==> src/rtl/cpu_write_queue_if.sv <==
// Host command port and CPU-mock write handshake bundled for cpu_write_queue.
// slave: the queue itself; master: the host/mock side driving commands and acks.
interface cpu_write_queue_if #(
  parameter int unsigned DEPTH = 16
);
  localparam int unsigned LW = $clog2(DEPTH) + 1;

  logic          CMD_VALID_IN;
  logic          CMD_READY_OUT;
  logic [15:0]   CMD_ADDR_IN;
  logic [15:0]   CMD_DATA_IN;
  logic          shouldWrite;
  logic          writeDone;
  logic [15:0]   writeAddress;
  logic [15:0]   writeData;
  logic [LW-1:0] LEVEL_OUT;
  logic          BUSY_OUT;
  logic          TIMEOUT_ERR_OUT;
  logic          ERR_CLR_IN;

  modport master (
    output CMD_VALID_IN, CMD_ADDR_IN, CMD_DATA_IN, writeDone, ERR_CLR_IN,
    input  CMD_READY_OUT, shouldWrite, writeAddress, writeData,
           LEVEL_OUT, BUSY_OUT, TIMEOUT_ERR_OUT
  );

  modport slave (
    input  CMD_VALID_IN, CMD_ADDR_IN, CMD_DATA_IN, writeDone, ERR_CLR_IN,
    output CMD_READY_OUT, shouldWrite, writeAddress, writeData,
           LEVEL_OUT, BUSY_OUT, TIMEOUT_ERR_OUT
  );
endinterface

==> src/rtl/cpu_write_queue.sv <==
// Buffers host write commands and replays each one to the CPU mock as a full
// four-phase shouldWrite/writeDone handshake, with an idle gap and a stall timeout.
module cpu_write_queue #(
  parameter int unsigned DEPTH          = 16,
  parameter int unsigned GAP_CYCLES     = 2,
  parameter int unsigned TIMEOUT_CYCLES = 1024
) (
  input  logic             XTAL_IN,
  input  logic             RESET_IN,
  cpu_write_queue_if.slave bus
);
  localparam int unsigned AW = $clog2(DEPTH);
  localparam int unsigned LW = AW + 1;
  localparam int unsigned TW = (TIMEOUT_CYCLES < 2) ? 1 : $clog2(TIMEOUT_CYCLES);
  localparam int unsigned GW = $clog2(GAP_CYCLES + 2);
  localparam logic [TW-1:0] TO_LAST  = TW'(TIMEOUT_CYCLES - 1);
  localparam logic [GW-1:0] GAP_LOAD = GW'(GAP_CYCLES);
  // A timeout abort always passes through GAP for at least one cycle.
  localparam logic [GW-1:0] GAP_MIN  = (GAP_CYCLES == 0) ? GW'(1) : GW'(GAP_CYCLES);

  typedef enum logic [1:0] {IDLE, REQ, ACK, GAP} state_t;

  state_t        state_q, state_d;
  logic [AW-1:0] wr_ptr_q, wr_ptr_d, rd_ptr_q, rd_ptr_d;
  logic [LW-1:0] level_q, level_d;
  logic          should_write_q, should_write_d;
  logic [15:0]   addr_q, addr_d, data_q, data_d;
  logic [TW-1:0] to_cnt_q, to_cnt_d;
  logic [GW-1:0] gap_cnt_q, gap_cnt_d;
  logic          err_q, err_d;
  logic [31:0]   mem_q [DEPTH];
  logic [31:0]   head;
  logic          cmd_ready, push, pop, err_set;

  assign cmd_ready = (level_q != LW'(DEPTH));
  assign push      = bus.CMD_VALID_IN & cmd_ready;
  assign head      = mem_q[rd_ptr_q];

  always_ff @(posedge XTAL_IN) begin
    if (push) mem_q[wr_ptr_q] <= {bus.CMD_ADDR_IN, bus.CMD_DATA_IN};
  end

  always_comb begin
    state_d        = state_q;
    should_write_d = should_write_q;
    addr_d         = addr_q;
    data_d         = data_q;
    to_cnt_d       = to_cnt_q;
    gap_cnt_d      = gap_cnt_q;
    pop            = 1'b0;
    err_set        = 1'b0;
    case (state_q)
      IDLE: begin
        if (level_q != '0) begin
          addr_d         = head[31:16];
          data_d         = head[15:0];
          should_write_d = 1'b1;
          to_cnt_d       = '0;
          state_d        = REQ;
        end
      end
      REQ: begin
        if (bus.writeDone) begin
          should_write_d = 1'b0;
          pop            = 1'b1;
          state_d        = ACK;
        end else if (TIMEOUT_CYCLES != 0 && to_cnt_q == TO_LAST) begin
          should_write_d = 1'b0;
          pop            = 1'b1;
          err_set        = 1'b1;
          gap_cnt_d      = GAP_MIN;
          state_d        = GAP;
        end else begin
          to_cnt_d = to_cnt_q + 1'b1;
        end
      end
      ACK: begin
        if (!bus.writeDone) begin
          if (GAP_CYCLES == 0) begin
            state_d = IDLE;
          end else begin
            gap_cnt_d = GAP_LOAD;
            state_d   = GAP;
          end
        end
      end
      GAP: begin
        if (gap_cnt_q <= GW'(1)) state_d = IDLE;
        else                     gap_cnt_d = gap_cnt_q - 1'b1;
      end
      default: state_d = IDLE;
    endcase
  end

  always_comb begin
    wr_ptr_d = wr_ptr_q + AW'(push);
    rd_ptr_d = rd_ptr_q + AW'(pop);
    level_d  = level_q + LW'(push) - LW'(pop);
    // An abort on the same edge as a clear must leave the flag set.
    if (err_set)             err_d = 1'b1;
    else if (bus.ERR_CLR_IN) err_d = 1'b0;
    else                     err_d = err_q;
  end

  always_ff @(posedge XTAL_IN or negedge RESET_IN) begin
    if (!RESET_IN) begin
      state_q        <= IDLE;
      wr_ptr_q       <= '0;
      rd_ptr_q       <= '0;
      level_q        <= '0;
      should_write_q <= 1'b0;
      addr_q         <= '0;
      data_q         <= '0;
      to_cnt_q       <= '0;
      gap_cnt_q      <= '0;
      err_q          <= 1'b0;
    end else begin
      state_q        <= state_d;
      wr_ptr_q       <= wr_ptr_d;
      rd_ptr_q       <= rd_ptr_d;
      level_q        <= level_d;
      should_write_q <= should_write_d;
      addr_q         <= addr_d;
      data_q         <= data_d;
      to_cnt_q       <= to_cnt_d;
      gap_cnt_q      <= gap_cnt_d;
      err_q          <= err_d;
    end
  end

  assign bus.CMD_READY_OUT   = cmd_ready;
  assign bus.shouldWrite     = should_write_q;
  assign bus.writeAddress    = addr_q;
  assign bus.writeData       = data_q;
  assign bus.LEVEL_OUT       = level_q;
  assign bus.BUSY_OUT        = (state_q != IDLE) | (level_q != '0);
  assign bus.TIMEOUT_ERR_OUT = err_q;
endmodule
==> src/flat_wrapper.sv <==
// flat-port wrapper written by rule: the top's interface ports become plain ports
module cpu_write_queue_flat 
#(
  parameter int unsigned DEPTH          = 16,
  parameter int unsigned GAP_CYCLES     = 2,
  parameter int unsigned TIMEOUT_CYCLES = 1024
)
  (XTAL_IN, RESET_IN, bus_CMD_VALID_IN, bus_CMD_ADDR_IN, bus_CMD_DATA_IN, bus_writeDone, bus_ERR_CLR_IN, bus_CMD_READY_OUT, bus_shouldWrite, bus_writeAddress, bus_writeData, bus_LEVEL_OUT, bus_BUSY_OUT, bus_TIMEOUT_ERR_OUT);
  cpu_write_queue_if #(.DEPTH(DEPTH)) bus_i ();
  input  logic XTAL_IN;
  input  logic RESET_IN;
  input wire logic [$bits(bus_i.CMD_VALID_IN)-1:0] bus_CMD_VALID_IN;
  input wire logic [$bits(bus_i.CMD_ADDR_IN)-1:0] bus_CMD_ADDR_IN;
  input wire logic [$bits(bus_i.CMD_DATA_IN)-1:0] bus_CMD_DATA_IN;
  input wire logic [$bits(bus_i.writeDone)-1:0] bus_writeDone;
  input wire logic [$bits(bus_i.ERR_CLR_IN)-1:0] bus_ERR_CLR_IN;
  output wire logic [$bits(bus_i.CMD_READY_OUT)-1:0] bus_CMD_READY_OUT;
  output wire logic [$bits(bus_i.shouldWrite)-1:0] bus_shouldWrite;
  output wire logic [$bits(bus_i.writeAddress)-1:0] bus_writeAddress;
  output wire logic [$bits(bus_i.writeData)-1:0] bus_writeData;
  output wire logic [$bits(bus_i.LEVEL_OUT)-1:0] bus_LEVEL_OUT;
  output wire logic [$bits(bus_i.BUSY_OUT)-1:0] bus_BUSY_OUT;
  output wire logic [$bits(bus_i.TIMEOUT_ERR_OUT)-1:0] bus_TIMEOUT_ERR_OUT;
  assign bus_i.CMD_VALID_IN = bus_CMD_VALID_IN;
  assign bus_i.CMD_ADDR_IN = bus_CMD_ADDR_IN;
  assign bus_i.CMD_DATA_IN = bus_CMD_DATA_IN;
  assign bus_i.writeDone = bus_writeDone;
  assign bus_i.ERR_CLR_IN = bus_ERR_CLR_IN;
  assign bus_CMD_READY_OUT = bus_i.CMD_READY_OUT;
  assign bus_shouldWrite = bus_i.shouldWrite;
  assign bus_writeAddress = bus_i.writeAddress;
  assign bus_writeData = bus_i.writeData;
  assign bus_LEVEL_OUT = bus_i.LEVEL_OUT;
  assign bus_BUSY_OUT = bus_i.BUSY_OUT;
  assign bus_TIMEOUT_ERR_OUT = bus_i.TIMEOUT_ERR_OUT;
  cpu_write_queue #(.DEPTH(DEPTH), .GAP_CYCLES(GAP_CYCLES), .TIMEOUT_CYCLES(TIMEOUT_CYCLES)) u_core (.XTAL_IN(XTAL_IN), .RESET_IN(RESET_IN), .bus(bus_i));
endmodule
==> config.mk <==
export PLATFORM = sky130hd
export DESIGN_NAME = cpu_write_queue_flat
export DESIGN_NICKNAME = d
export VERILOG_FILES = /design/src/rtl/cpu_write_queue_if.sv /design/src/rtl/cpu_write_queue.sv /design/src/flat_wrapper.sv
export SDC_FILE = /design/constraint.sdc
export NUM_CORES = 1
export LEC_CHECK = 0
export CAP_MARGIN = 0
export CORE_ASPECT_RATIO = 1.25
export CORE_MARGIN = 1
export CORE_UTILIZATION = 55
export DETAILED_ROUTE_END_ITERATION = 7
export PLACE_DENSITY = 0.76
export SYNTH_ARGS = -nofsm -noshare
export SYNTH_HDL_FRONTEND = slang
export SYNTH_SLANG_ARGS = --single-unit
==> constraint.sdc <==
create_clock -name XTAL_IN -period 4.2 [get_ports XTAL_IN]
set_clock_uncertainty 0.1 [all_clocks]
set_input_delay 0.42 -clock XTAL_IN [delete_from_list [all_inputs] [get_ports XTAL_IN]]
set_output_delay 0.42 -clock XTAL_IN [all_outputs]
set_load 0.02 [all_outputs]
### Word-level counts from Yosys, hierarchy flattened

Memory sizes are Yosys's and may differ from the RTL's. A register that Yosys moved wholly into a read port is not among the register bits.
Index checks and enable logic that the tools add are counted.

| word-level totals | value |
|---|---|
| bits in registers | 29 |
| RAM bits | 512 |
| bits of input ports | 37 |
| logic and storage cells | 71 |
| memories | 1 |

| operators by class | value |
|---|---|
| $add $sub $neg | 6 |
| order comparisons | 1 |
| equality and inequality tests | 13 |
| muxes and demuxes | 28 |
| bitwise gates (word level) | 2 |
| reduce and logical (&&, ||, !) cells | 12 |

Memories:

| memory | words | width | rd ports | clocked after memory_dff | write ports | RTL line | RTL |
|---|---|---|---|---|---|---|---|
| u_core.mem_q | 16 | 32 | 1 | 1 | 1 | cpu_write_queue.sv:31 | `logic [31:0] mem_q [DEPTH];` |

Operators by type and width:

| cell | number |
|---|---|
| 2-to-1 mux 10 bit | 3 |
| case mux 10 bit (2 select lines) | 1 |
| 2-to-1 mux 2 bit | 9 |
| 2-to-1 mux 1 bit | 12 |
| adder 10 x 1 -> 10 bit (second input constant) | 1 |
| == test 10 bit (second input constant) | 1 |
| adder 4 x 1 -> 4 bit | 2 |
| != test 2 bit (second input constant) | 4 |
| case mux 2 bit (4 select lines) | 1 |
| AND reduction 4 bit | 2 |
| != test 2 x 1 -> 1 bit (second input constant) | 3 |
| case mux 2 bit (3 select lines) | 1 |
| nonzero test 2 bit | 3 |
| adder 5 x 1 -> 5 bit | 1 |
| != test 5 bit (second input constant) | 1 |
| AND reduction 5 bit | 1 |
| nonzero test 5 bit | 1 |
| subtractor 5 x 1 -> 5 bit | 1 |
| == test 2 bit (second input constant) | 2 |
| != test 3 x 2 -> 1 bit (second input constant) | 1 |
| AND reduction 3 bit | 1 |
| nonzero test 3 bit | 1 |
| == test 2 x 1 -> 1 bit (second input constant) | 1 |
| less-or-equal comparator 2 x 1 -> 1 bit (second input constant) | 1 |
| other kinds (7) | 7 |

### Logic depth before layout (Yosys ltp)

| depth | value |
|---|---|
| depth after elaboration | 5 |
| mapped depth | 14 |

### Worst setup path before layout

OpenSTA, ideal clock, no wires.

| timing | value |
|---|---|
| kind | reg-to-reg |
| from | register u_core.level_q[2] (netlist: u_core.bus.LEVEL_OUT[2]) |
| to | memory u_core.mem_q[0][0], enable pin |
| data arrival time | 3947 ps |
| required time | 3639 ps |
| slack | -308 ps |
| cell stages (with the launch flop) | 8 |
| period minus slack after synthesis | 4508 ps |
| cells stage by stage | dfrtp_1 -> inv_1 -> ha_1 -> nand4bb_1 -> and2_1 -> clkbuf_1 -> or3b_1 -> nor3_1 |

| on the way | value |
|---|---|
| word-level cells in the longest chain between the ends | 4 |

RTL lines:

| what | RTL line | RTL |
|---|---|---|
| start: declaration | cpu_write_queue.sv:25 | `logic [LW-1:0] level_q, level_d;` |
| start signal: assignment | cpu_write_queue.sv:121 | `level_q <= level_d;` |
| != test 5 bit | cpu_write_queue.sv:35 | `assign cmd_ready = (level_q != LW'(DEPTH));` |
| net bus_CMD_READY_OUT | flat_wrapper.sv:17 | `output wire logic [$bits(bus_i.CMD_READY_OUT)-1:0] bus_CMD_READY_OUT;` |
| bitwise AND 1 bit | cpu_write_queue.sv:36 | `assign push = bus.CMD_VALID_IN & cmd_ready;` |
| 2-to-1 mux 1 bit | cpu_write_queue.sv:40 | `if (push) mem_q[wr_ptr_q] <= {bus.CMD_ADDR_IN, bus.CMD_DATA_IN};` |
| 2-to-1 mux 1 bit (implied by the code) | cpu_write_queue.sv:40 |  |
| end: declaration | cpu_write_queue.sv:31 |  |

The timed path passes the listed nets, and every way through them passes these cells.

### Final worst setup path

| timing | value |
|---|---|
| from | register u_core.level_q[2] (netlist: u_core.bus.LEVEL_OUT[2]) |
| to | output port bus_BUSY_OUT |

| on the way | value |
|---|---|
| word-level cells in the longest chain between the ends | 2 |

RTL lines:

| what | RTL line | RTL |
|---|---|---|
| nonzero test 5 bit | cpu_write_queue.sv:136 | `assign bus.BUSY_OUT = (state_q != IDLE) \| (level_q != '0);` |
| OR 1 bit | cpu_write_queue.sv:136 |  |
| end: declaration | flat_wrapper.sv:22 | `output wire logic [$bits(bus_i.BUSY_OUT)-1:0] bus_BUSY_OUT;` |

No other way between the ends.

==> results.json <==
{
  "status": "complete, no violations",
  "r2r_setup_slack_ns": 1.24,
  "setup_viol": 0,
  "grt_pass1_vias": 11400,
  "timing_worst_slew_pin_value_ns": 1.265,
  "grt_max_degree": 62,
  "synth.top_cells.by_count": "edfxtp_1, mux4_2, o22ai_1",
  "syn_avg_cell_area_sq_um": 21.22,
  "core_sq_mm": 0.03932,
  "cts_buffers": 52,
  "yosys.cell_types.count": 53,
  "die_height_um": 225.7,
  "drcViolationCount": 0,
  "power.density_mw_per_mm2": 700.7,
  "dp_hpwl_um": 26920,
  "fmax_ghz": 0.3218,
  "drv_cap": 0,
  "multi_input_comb_area_sq_mm": 0.004917,
  "syn-num-nets": 1091,
  "yosysTopAreaCell": "edfxtp_1",
  "synthTopCellsByArea": "edfxtp_1, mux4_2, dfrtp_1",
  "grt_first_pass_wirelength_um": 72120,
  "power_mw": 17.82,
  "clk_latency_ns": 0.59,
  "cts_sinks": 573,
  "seq_area_frac_synth_pct": 76.79,
  "p_leak_nw": 8.242,
  "final_area_sq_mm": 0.02544,
  "grt_overflow_total": 0,
  "crit_path_start_kind": "flip-flop",
  "min_period_ns": 3.108,
  "hold_path.class": "in2reg",
  "synth_top_area_share_pct": 69.86,
  "die-area_sq_mm": 0.04082,
  "required_ns": 3.68,
  "viasPerCell": 6.494,
  "place_area_sq_mm": 0.02359,
  "async_reset_ff_share_pct": 10.65,
  "gr-usage-all-layers_pct": 24.34,
  "layout_worst_path_cycle_share_pct": 73.99,
  "yosysWarnings": 0,
  "place_congestion": 0.7960,
  "initial_core_util_pct": 55.97,
  "ios": 78,
  "nNetsFinal": 1196,
  "tritoncts": "done",
  "fin_tns_setup_ns": 0,
  "via_count": 10920,
  "syn2layout_area_growth_pct": 15.57,
  "routedWlPerCell_um": 28.60,
  "ys_ff_latch": 573,
  "regArea_sq_mm": 0.01691,
  "critPathArrivalTime_ns": 2.59,
  "antenna_found_initial": 0,
  "cts_setup_buffers": 0,
  "synth_flop_cell": "edfxtp_1",
  "drive_gt1_share_pct": 25.59,
  "num_antenna_cells": 0,
  "max_stage_delay_ns": 0.58,
  "cts_max_level": 2,
  "clk_pin_slew_ns": 0.06,
  "die_w_um": 180.9,
  "grt_setup_unrepaired": "no",
  "crit_family": "simple AND/OR/NAND/NOR gates",
  "netlist_area_sq_mm": 0.02201,
  "criticalPathCategory": "reg2out",
  "num_rows": 81,
  "clockRootBuffer": "clkbuf_16",
  "dp_cells": 1585,
  "ant_nets": 0,
  "hold_violations": 0,
  "drv_slew": 0,
  "dr.first_iter.drc_count": 1177,
  "dr.pass1.iters": 5,
  "drt-total-wl_um": 48100,
  "path_buf_inv": 2,
  "port_buffers": 77,
  "max-clock-path-buffers": 3,
  "final_cells": 1682,
  "fillCellCount": 2471,
  "synthCells": 1037,
  "synth.most_common_cell": "edfxtp_1",
  "ctsResizeCount": 0,
  "synth_edf_count": 512,
  "end_kind": "output pin",
  "crit_slowest_cell": "nor4b_2",
  "timing.slew.headroom_pct": 15.50,
  "holdWs_ns": 0.3344,
  "crit_fanout": 5,
  "crit_chain": "inv_1 -> ha_1 -> nor4b_2 -> nand2_1 -> clkdlybuf4s50_1",
  "vdd_ir_drop_max_mv": 0.4099
}
worst register-to-register path, stage by stage, from the launching register on:
cell	delay (ns)
dfrtp_1	0.38
inv_1	0.07
ha_1	0.20
nand4bb_1	0.10
and2_1	0.34
or3b_1	0.57
nor2_4	0.55
buf_4	0.34
report_power, final:
group	total (mW)	internal (mW)	switching (mW)
clock network	5.05	3.01	2.04
registers	7.63	7.00	0.631
logic	5.14	2.44	2.70
placed cells by master (no fill, tap or decap), drive strengths merged, types with 4 or more instances in the layout:
| cell type | count |
|---|---|
| clkbuf | 65 |
| buf | 31 |
| nor3 | 8 |
| clkdlybuf4s50 | 76 |
| mux2 | 34 |
| o21ai | 7 |
| a21oi | 34 |
| inv | 19 |
| bufinv | 10 |
| o22ai | 65 |
| xnor2 | 4 |
| nor2 | 16 |
| ha | 16 |
| nand2 | 9 |
| dfrtp | 61 |
| clkinv | 17 |
| a32o | 4 |
| xor2 | 4 |
| edfxtp | 512 |
| nand3 | 15 |
| nand2b | 5 |
| mux4 | 128 |
cell families after synthesis:
group | synth area share (%)
xor gates and xnor gates | 0.3183
AOI/OAI and AO/OA | 3.604
buffers and inverters | 1.524
muxes | 14.99
and+or+nand+nor | 1.768
adders and majority gates | 1.001
DFF | 76.79
flip-flops by register name, summed over array words and instances, names as in the netlist, 2 cells and up:
| name | flops |
|---|---|
| u_core.bus.LEVEL_OUT | 5 |
| u_core.state_q | 2 |
| u_core.rd_ptr_q | 4 |
| u_core.bus.writeAddress | 16 |
| u_core.wr_ptr_q | 4 |
| u_core.gap_cnt_q | 2 |
| u_core.bus.writeData | 16 |
| u_core.to_cnt_q | 10 |
| u_core.mem_q | 512 |
per-stage QoR:
| stage | utilization [%] | setup WS [ns] |
|---|---|---|
| final | 64.68 | 1.092 |
| after global routing | 64.68 | 0.8885 |
| after CTS | 64.68 | 1.033 |
| after detailed placement | 59.98 | 1.125 |
| after global placement | 59.98 | 1.140 |
| after floorplan | - | 0.5490 |
layer usage:
layer / wire length, um / GRT usage, %
met2: 25190 / 41.61
met3: 2889 / 2.967
met1: 18680 / 32.66
met5: 0 / 0
met4: 1340 / 8.630
final timing paths:
kind	startpoint	endpoint	cells past startpoint
max in group asynchronous	RESET_IN	u_core.rd_ptr_q[1]	2
setup / recovery	u_core.bus.LEVEL_OUT[2]	bus_BUSY_OUT	5
hold / removal	bus_ERR_CLR_IN	u_core.bus.TIMEOUT_ERR_OUT	2
hold reg to reg	u_core.to_cnt_q[0]	u_core.to_cnt_q[0]	1
min in group asynchronous	RESET_IN	u_core.bus.LEVEL_OUT[4]	2
setup reg to reg	u_core.bus.LEVEL_OUT[2]	u_core.mem_q[12][29]	7
final cells by class:
type,count,area share (%)
tap,498,2.450
multi-input combinational,389,19.33
clock buffer,65,5.583
clock inverter,31,1.648
sequential,573,66.48
inverter,18,0.2656
timing repair buffer,108,4.240
repair_timing:
action / in CTS / in global routing
hold endpoints to repair: 61 / 0
hold buffers: 1 / 0
endpoints found under the setup margin: 0 / 0
No activity file was read; power rests on OpenSTA's default activity.
